$ cat config.mk
export PLATFORM = sky130hd
export DESIGN_NAME = u_boot_loader
export DESIGN_NICKNAME = d
export VERILOG_FILES = /design/src/rtl/u_boot_loader.sv
export SDC_FILE = /design/constraint.sdc
export NUM_CORES = 1
export LEC_CHECK = 0
export CAP_MARGIN = 20
export CORE_ASPECT_RATIO = 1.25
export CORE_MARGIN = 10
export CORE_UTILIZATION = 43
export DETAILED_ROUTE_END_ITERATION = 7
export PLACE_DENSITY = 0.77
export SLEW_MARGIN = 30
export SYNTH_ARGS = -nofsm -noshare
export SYNTH_HDL_FRONTEND = slang
export SYNTH_SLANG_ARGS = --single-unit
$ cat constraint.sdc
create_clock -name i_sys_clock -period 2.38 [get_ports i_sys_clock]
set_input_delay 0.476 -clock i_sys_clock [delete_from_list [all_inputs] [get_ports i_sys_clock]]
set_output_delay 0.476 -clock i_sys_clock [all_outputs]
set_load 0.01 [all_outputs]
$ cat src/rtl/u_boot_loader.sv
// Program loader: streams host instruction words into ins-mem at sequential
// addresses while holding the CPU in reset, then releases it after a settle delay.
module u_boot_loader #(
  parameter logic [31:0] BASE_ADDR   = 32'h0000_0000,
  parameter int          CNT_W       = 10,
  parameter int          TIMEOUT_CYC = 1024,
  parameter int          SETTLE_CYC  = 4
) (
  input  logic             i_sys_clock,
  input  logic             i_sys_reset,
  input  logic             i_u_boot_loader_start,
  input  logic [CNT_W-1:0] i_u_boot_loader_word_count,
  input  logic [31:0]      i_u_boot_loader_wr_ins,
  input  logic             i_u_boot_loader_wr_valid,
  output logic             o_u_boot_loader_wr_ready,
  output logic             o_u_boot_loader_ins_wr_en,
  output logic [31:0]      o_u_boot_loader_ins_wr_addr,
  output logic [31:0]      o_u_boot_loader_ins_wr_data,
  output logic             o_u_boot_loader_cpu_reset,
  output logic             o_u_boot_loader_busy,
  output logic             o_u_boot_loader_done,
  output logic             o_u_boot_loader_error,
  output logic [2:0]       o_u_boot_loader_state
);

  localparam int TMR_W = $clog2(TIMEOUT_CYC + 1);
  localparam int SET_W = $clog2(SETTLE_CYC + 1);

  typedef enum logic [2:0] {
    S_IDLE   = 3'd0,
    S_LOAD   = 3'd1,
    S_SETTLE = 3'd2,
    S_RUN    = 3'd3,
    S_ERROR  = 3'd4
  } state_e;

  // Handshake: a word transfers on a rising edge where wr_valid && wr_ready;
  // ready depends only on state, never on valid.
  state_e           state_q, state_d;
  logic [CNT_W-1:0] count_q, count_d;
  logic [CNT_W-1:0] idx_q, idx_d;
  logic [TMR_W-1:0] timer_q, timer_d;
  logic [SET_W-1:0] settle_q, settle_d;
  logic             done_q, done_d;
  logic             wr_en_q;
  logic [31:0]      addr_q, addr_d;
  logic [31:0]      data_q;
  logic             accept;

  assign o_u_boot_loader_wr_ready = (state_q == S_LOAD);
  assign accept = o_u_boot_loader_wr_ready && i_u_boot_loader_wr_valid;
  assign addr_d = BASE_ADDR + (32'(idx_q) << 2);

  always_comb begin
    state_d  = state_q;
    count_d  = count_q;
    idx_d    = idx_q;
    timer_d  = timer_q;
    settle_d = settle_q;
    done_d   = 1'b0;
    case (state_q)
      S_IDLE, S_RUN, S_ERROR: begin
        if (i_u_boot_loader_start) begin
          count_d  = i_u_boot_loader_word_count;
          idx_d    = '0;
          timer_d  = '0;
          settle_d = '0;
          state_d  = (i_u_boot_loader_word_count == '0) ? S_SETTLE : S_LOAD;
        end
      end
      S_LOAD: begin
        if (accept) begin
          timer_d = '0;
          // Leaving on the last accept drops ready at the same edge.
          if (idx_q == count_q - CNT_W'(1)) begin
            state_d  = S_SETTLE;
            settle_d = '0;
          end else begin
            idx_d = idx_q + CNT_W'(1);
          end
        end else if (timer_q == TMR_W'(TIMEOUT_CYC - 1)) begin
          state_d = S_ERROR;
        end else begin
          timer_d = timer_q + TMR_W'(1);
        end
      end
      S_SETTLE: begin
        if (settle_q == SET_W'(SETTLE_CYC - 1)) begin
          state_d = S_RUN;
          done_d  = 1'b1;
        end else begin
          settle_d = settle_q + SET_W'(1);
        end
      end
      default: state_d = S_IDLE;
    endcase
  end

  always_ff @(posedge i_sys_clock) begin
    if (!i_sys_reset) begin
      state_q  <= S_IDLE;
      count_q  <= '0;
      idx_q    <= '0;
      timer_q  <= '0;
      settle_q <= '0;
      done_q   <= 1'b0;
      wr_en_q  <= 1'b0;
      addr_q   <= BASE_ADDR;
      data_q   <= '0;
    end else begin
      state_q  <= state_d;
      count_q  <= count_d;
      idx_q    <= idx_d;
      timer_q  <= timer_d;
      settle_q <= settle_d;
      done_q   <= done_d;
      wr_en_q  <= accept;
      if (accept) begin
        addr_q <= addr_d;
        data_q <= i_u_boot_loader_wr_ins;
      end
    end
  end

  assign o_u_boot_loader_ins_wr_en   = wr_en_q;
  assign o_u_boot_loader_ins_wr_addr = addr_q;
  assign o_u_boot_loader_ins_wr_data = data_q;
  assign o_u_boot_loader_cpu_reset   = (state_q == S_RUN);
  assign o_u_boot_loader_busy        = (state_q == S_LOAD) || (state_q == S_SETTLE);
  assign o_u_boot_loader_done        = done_q;
  assign o_u_boot_loader_error       = (state_q == S_ERROR);
  assign o_u_boot_loader_state       = state_q;

endmodule
-- After elaboration in Yosys (flattened, before gate mapping)
Index checks and enable logic that the tools add are counted.
- input port bits: 46
- register bits after elaboration: 81
- muxes and demuxes: 21
- eq/ne operators: 16
- reductions and logical operators: 13
- $add $sub $neg: 4
- operators with widths (operator ; count):
    2-to-1 mux 11 bit ; 3
    2-to-1 mux 10 bit ; 3
    2-to-1 mux 3 bit ; 9
    one-hot mux 11 bit (2 select lines) ; 1
    one-hot mux 10 bit (2 select lines) ; 1
    one-hot mux 3 bit (3 select lines) ; 2
    adder 11 x 1 -> 11 bit, second input constant ; 1
    equality test 11 x 10 -> 1 bit, second input constant ; 1
    adder 10 x 1 -> 10 bit, second input constant ; 1
    equality test 10 bit ; 1
    logical NOT 10 bit ; 1
    subtractor 10 x 1 -> 10 bit, second input constant ; 1
    equality test 3 x 2 -> 1 bit, second input constant ; 3
    != test 2 bit, second input constant ; 4
    AND reduction 4 bit ; 2
    AND reduction 5 bit ; 1
    != test 2 x 1 -> 1 bit, second input constant ; 2
    AND reduction 2 bit ; 2
    adder 3 x 1 -> 3 bit, second input constant ; 1
    equality test 3 x 1 -> 1 bit, second input constant ; 1
    equality test 3 bit, second input constant ; 1
    logical NOT 3 bit ; 1
    != test 3 x 1 -> 1 bit, second input constant ; 1
    != test 3 x 2 -> 1 bit, second input constant ; 1
    9 further kinds ; 9

-- Longest topological paths before layout
- word-level depth: 5
- depth in mapped cells: 9

-- Worst setup path after synthesis
No wires, ideal clock.
- path kind: register to register
- start point: reg count_q[0]
- end point: reg state_q[0], in the netlist o_u_boot_loader_state[0]
- path slack: 0.108 ns
- data arrival time: 2.152 ns
- library setup time: 0.120 ns
- cell stages (with the launch flop): 9
- path buffers: 0
- required time: 2.260 ns
- cell sequence: dfxtp_1 inv_1 ha_1 nand2_1 or4_4 a2111oi_4 a21oi_2 o21a_1 o31a_1
- longest elaborated chain between the ends: 4
- ends and longest elaborated chain (what ; line ; text):
    start, declared ; 40 ; logic [CNT_W-1:0] count_q, count_d;
    start signal, assigned ; 112 ; count_q <= count_d;
    subtractor 10 x 1 -> 10 bit ; 75 ; if (idx_q == count_q - CNT_W'(1)) begin
    equality test 10 bit ; 75 ;
    != test 3 x 2 -> 1 bit (no source line) ; - ;
    AND reduction 4 bit (no source line) ; - ;
    end signal, assigned ; 111 ; state_q <= state_d;
    end, declared ; 39 ; state_e state_q, state_d;
No other way between the ends.
A chain may end at the register's enable or synchronous reset.

-- Worst setup path after layout
Ends and elaborated chain as after synthesis.

==> out/results.md <==
| Group | Item | Value |
|---|---|---|
| status | Outcome | completed |
| worst setup path | Data arrival, critical path | 2.60 ns |
| power and ir drop | Total Power Consumption | 4.60 mW |
| floorplan | Die outline area | 0.0135 mm2 |
| sta | Worst path setup slack after routing | 0.00280 ns |
| power and ir drop | IR Drop Worst-Case VDD | 0.410 mV |
| drt | Total length of routed wires | 10,600 um |
| sta | Maximum clock skew at final layout | 0.00614 ns |
| grt | Wire length of the first global-routing pass | 17,500 um |
| final layout | Proportion of layout cells with a drive suffix above 1 | 0.101 |
| logic synthesis | Gate Count Post-Synth | 472 |
| grt | Pin count of the biggest net entering global routing | 43 |
| worst setup path | Worst-path fanout max | 5 |
| final layout | Final net count | 630 |
| grt | Via count of the first global-routing pass | 3,579 |
| placed design | Number of port buffers | 96 |
| worst setup path | Critical path launch point type | flop |
| logic synthesis | Proportion of synthesized chip area in sequential cells | 0.408 |
| worst setup path | Critical path capture point type | flop |
| final layout | N_diodes | 0 |
| power and ir drop | Power density over the cells | 844 mW/mm2 |
| final layout | Post-Layout Cell Count | 706 |
| cts | Total CTS buffers | 9 |
| sta | Tightest Pin Transition | 0.626 ns |
| cts | Total clock sinks | 81 |
| worst setup path | Ordered list of cells on the worst path | or4_1, a2111oi_2, nor3_2, a2111oi_4, a21oi_2, o21a_1, o31a_1 |
| placed design | Pre-CTS setup slack | -0.0827 ns |
| grt | Overall overflow remaining after global route | 0 |
| cts | Deepest level of the CTS H-tree | 3 |
| floorplan | Number of top-level pins | 119 |
| worst hold path | Path category of the worst min-delay check | reg -> reg |
| drt | Number of vias after detailed routing | 3,604 |
| floorplan | Die Y-Extent | 127 um |
| worst setup path | Delay of the slowest cell on the worst path | 0.58 ns |
| floorplan | Horiz. Die Dim | 106 um |
| placed design | GPL Wtd Cong | 0.901 |
| sta | Tmin final | 2.38 ns |
| grt | GR Util All Layers | 0.154 |
| logic synthesis | Count of yosys warnings during synthesis | 0 |
| placed design | Number of instances in the placed design | 690 |
| worst setup path | Dominant delay contributor by cell family on the critical path | compound AO/OA/AOI/OAI gates |
| sta | Pins Over Slew Limit | 0 |
| cts | Clock tree from TritonCTS | done |
| cts | Number of buffers between clock root and the deepest sink | 2 |
| drt | Remaining number of nets flagged by the antenna check after routing | 0 |
| cts | Root buffer selected by CTS | clkbuf_16 |
| worst setup path | Setup slack, reg-to-reg | 0.003 ns |
| worst setup path | Buffer and inverter count on the worst path | 0 |
| logic synthesis | Unique cell type count in the Yosys netlist | 53 |
| run | Max Cap Violations | 0 |
| sta | Number of setup violations in the final report | 0 |
| sta | Count of endpoints failing hold in the final timing report | 0 |
| sta | Highest clock frequency the design can meet | 421 MHz |
| floorplan | Initial core utilization | 0.438 |
| logic synthesis | Async S/R FF share, synth | 0 |
| final layout | Area growth from synthesis to layout | 37.2% |
| drt | Detailed-router iteration count before antenna repair | 4 |
| drt | DRC violations left | 0 |
| logic synthesis | Netlist area before placement | 0.00397 mm2 |
| sta | Max-Slew Margin vs Limit | 0.583 |
| worst setup path | Worst setup path class | reg -> reg |
| drt | Post-DR wirelength/cell | 15.1 um |
| logic synthesis | Post-Syn Area per Cell | 8.41 um2 |
| grt | Antenna violations before repair | 0 |
| floorplan | Number of standard-cell rows in the floorplan | 39 |
| logic synthesis | Number of flops mapped to enable cells by yosys | 0 |
| worst setup path | Cell type of the slowest stage on the worst timing path | or4_1 |
| cts | Clock insertion delay at the later pin of the skew report | 0.33 ns |
| placed design | Post-detail-place hpwl | 7680 um |
| power and ir drop | Leak pwr | 2.03 nW |
| drt | Post-detailed-route via-to-cell ratio | 5.10 |
| floorplan | Area inside the core boundary | 0.00908 mm2 |
| placed design | Placed Instance Area | 0.00509 mm2 |
| sta | Final worst path period share | 0.999 |
| logic synthesis | Seq cells post-synth | 81 |
| worst setup path | Crit path required time | 2.60 ns |
| drt | Number of design-rule violations left by the first detailed-router iteration | 93 |
| final layout | Fin area | 0.00545 mm2 |
| cts | Clk slew on worst S/H paths | 0.06 ns |
| logic synthesis | Main synth FF type | dfxtp_1 |
cell type report:
type | count | area, um2
Tap cell | 123 | 154
Inverter | 8 | 30.0
Fill cell | 797 | 3630
Clock buffer | 12 | 256
Timing Repair Buffer | 122 | 1160
Sequential cell | 81 | 1620
Clock inverter | 3 | 40.0
Multi-Input combinational cell | 357 | 2180
logic make-up (layout without fill, tap and decap cells):
group / Yosys count / in the layout / share of synthesized area
xor gates and xnor gates: 23 / 23 / 0.0507
other: 1 / 22 / 0.000944
AOI/OAI and AO/OA: 84 / 84 / 0.161
muxes: 14 / 14 / 0.0353
adders and majority gates: 5 / 5 / 0.0158
buffers and inverters: 55 / 145 / 0.0747
DFF: 81 / 81 / 0.408
and+or+nand+nor: 209 / 209 / 0.254
metal layers:
metal / vias up / part of all wire / GRT usage
met4: 0 / 0.018 / 0.0583
met1: 1686 / 0.40 / 0.166
met2: 129 / 0.47 / 0.254
met3: 13 / 0.11 / 0.0785
met5: - / 0 / 0
li1: 1776 / - / -
final timing paths:
check,start,end,cells after the start
worst min register to register,o_u_boot_loader_ins_wr_data[26],o_u_boot_loader_ins_wr_data[26],2
worst max-delay path,count_q[0],o_u_boot_loader_state[0],7
worst max register to register,count_q[0],o_u_boot_loader_state[0],7
worst min-delay path,o_u_boot_loader_ins_wr_data[26],o_u_boot_loader_ins_wr_data[26],2
synthesized netlist by cell type (2+ instances only):
library cell	instances	share of area
nand3_1	8	0.010
mux2i_1	14	0.035
or4_1	2	0.0038
nor2b_1	19	0.030
nand4_1	7	0.011
a31oi_1	3	0.0047
clkbuf_1	24	0.023
o31ai_1	2	0.0038
xor2_1	10	0.022
buf_4	22	0.042
a22oi_1	3	0.0057
nor2_1	22	0.021
nor3_1	5	0.0063
xnor2_1	13	0.029
dfxtp_1	81	0.41
nand2b_1	8	0.013
a21oi_2	2	0.0044
inv_1	8	0.0076
o21ai_0	6	0.0076
nand2_1	106	0.10
ha_1	5	0.016
nor3b_1	3	0.0057
a21boi_0	42	0.079
and4_1	2	0.0044
and2_1	5	0.0079
a41o_1	3	0.0076
or3_1	5	0.0079
and3_1	5	0.0079
nor4_1	4	0.0063
o221ai_1	2	0.0044
a21oi_1	6	0.0076
o211ai_1	3	0.0057
or3b_2	2	0.0044
where the power goes:
| part | leakage (nW) | internal, mW | switching, mW |
|---|---|---|---|
| Combinational | 1.23 | 0.768 | 0.838 |
| Clock | 0.148 | 0.860 | 0.515 |
| Sequential | 0.657 | 1.49 | 0.128 |
repair_timing:
action,4_1_cts,5_1_grt
hold buffers,0,0
pin swaps,1,4
setup buffers,0,1
resized for setup,3,10
endpoints found under the setup margin,9,14
flip-flops by register name, summed over array words and instances, names as in the netlist:
signal and count:
o_u_boot_loader_ins_wr_addr 10, o_u_boot_loader_ins_wr_data 32, timer_q 11, idx_q 10
o_u_boot_loader_done 1, settle_q 3, o_u_boot_loader_ins_wr_en 1, count_q 10
o_u_boot_loader_state 3
stage by stage:
step                      hold slack [ns]  TNS (ns)   util
final                               0.462         0  0.600
after global routing                0.485    -0.174  0.600
after CTS                           0.464   -0.0313  0.595
after detailed placement            0.458    -0.356  0.561
after global placement              0.444   -0.0206  0.561
after floorplan                     0.435         0      -
placed cells by master, fill, tap and decap left out, types with 3 or more instances in the layout:
master,Yosys,routed
a21boi_0,42,42
inv_1,8,6
nor3_1,5,4
and3_1,5,5
dfxtp_1,81,80
nor4_1,4,4
nand2_1,106,106
nor2b_1,19,19
a41o_1,3,3
nor2_1,22,21
clkdlybuf4s50_1,0,95
xor2_1,10,10
a31oi_1,3,3
clkbuf_16,0,9
buf_4,22,25
nand3_1,8,8
a21oi_1,6,6
nand4_1,7,7
conb_1,1,22
and2_1,5,6
mux2i_1,14,14
xnor2_1,13,13
o21ai_0,6,5
nor3b_1,3,3
nand2b_1,8,8
or3_1,5,5
o211ai_1,3,3
a22oi_1,3,3
ha_1,5,4
worst min-delay path, cell delays in order (launching register included):
cell and delay [ns]:
dfxtp_1 0.30, nand2_1 0.04, a21boi_0 0.06
Power figures use the tool's default switching activity.
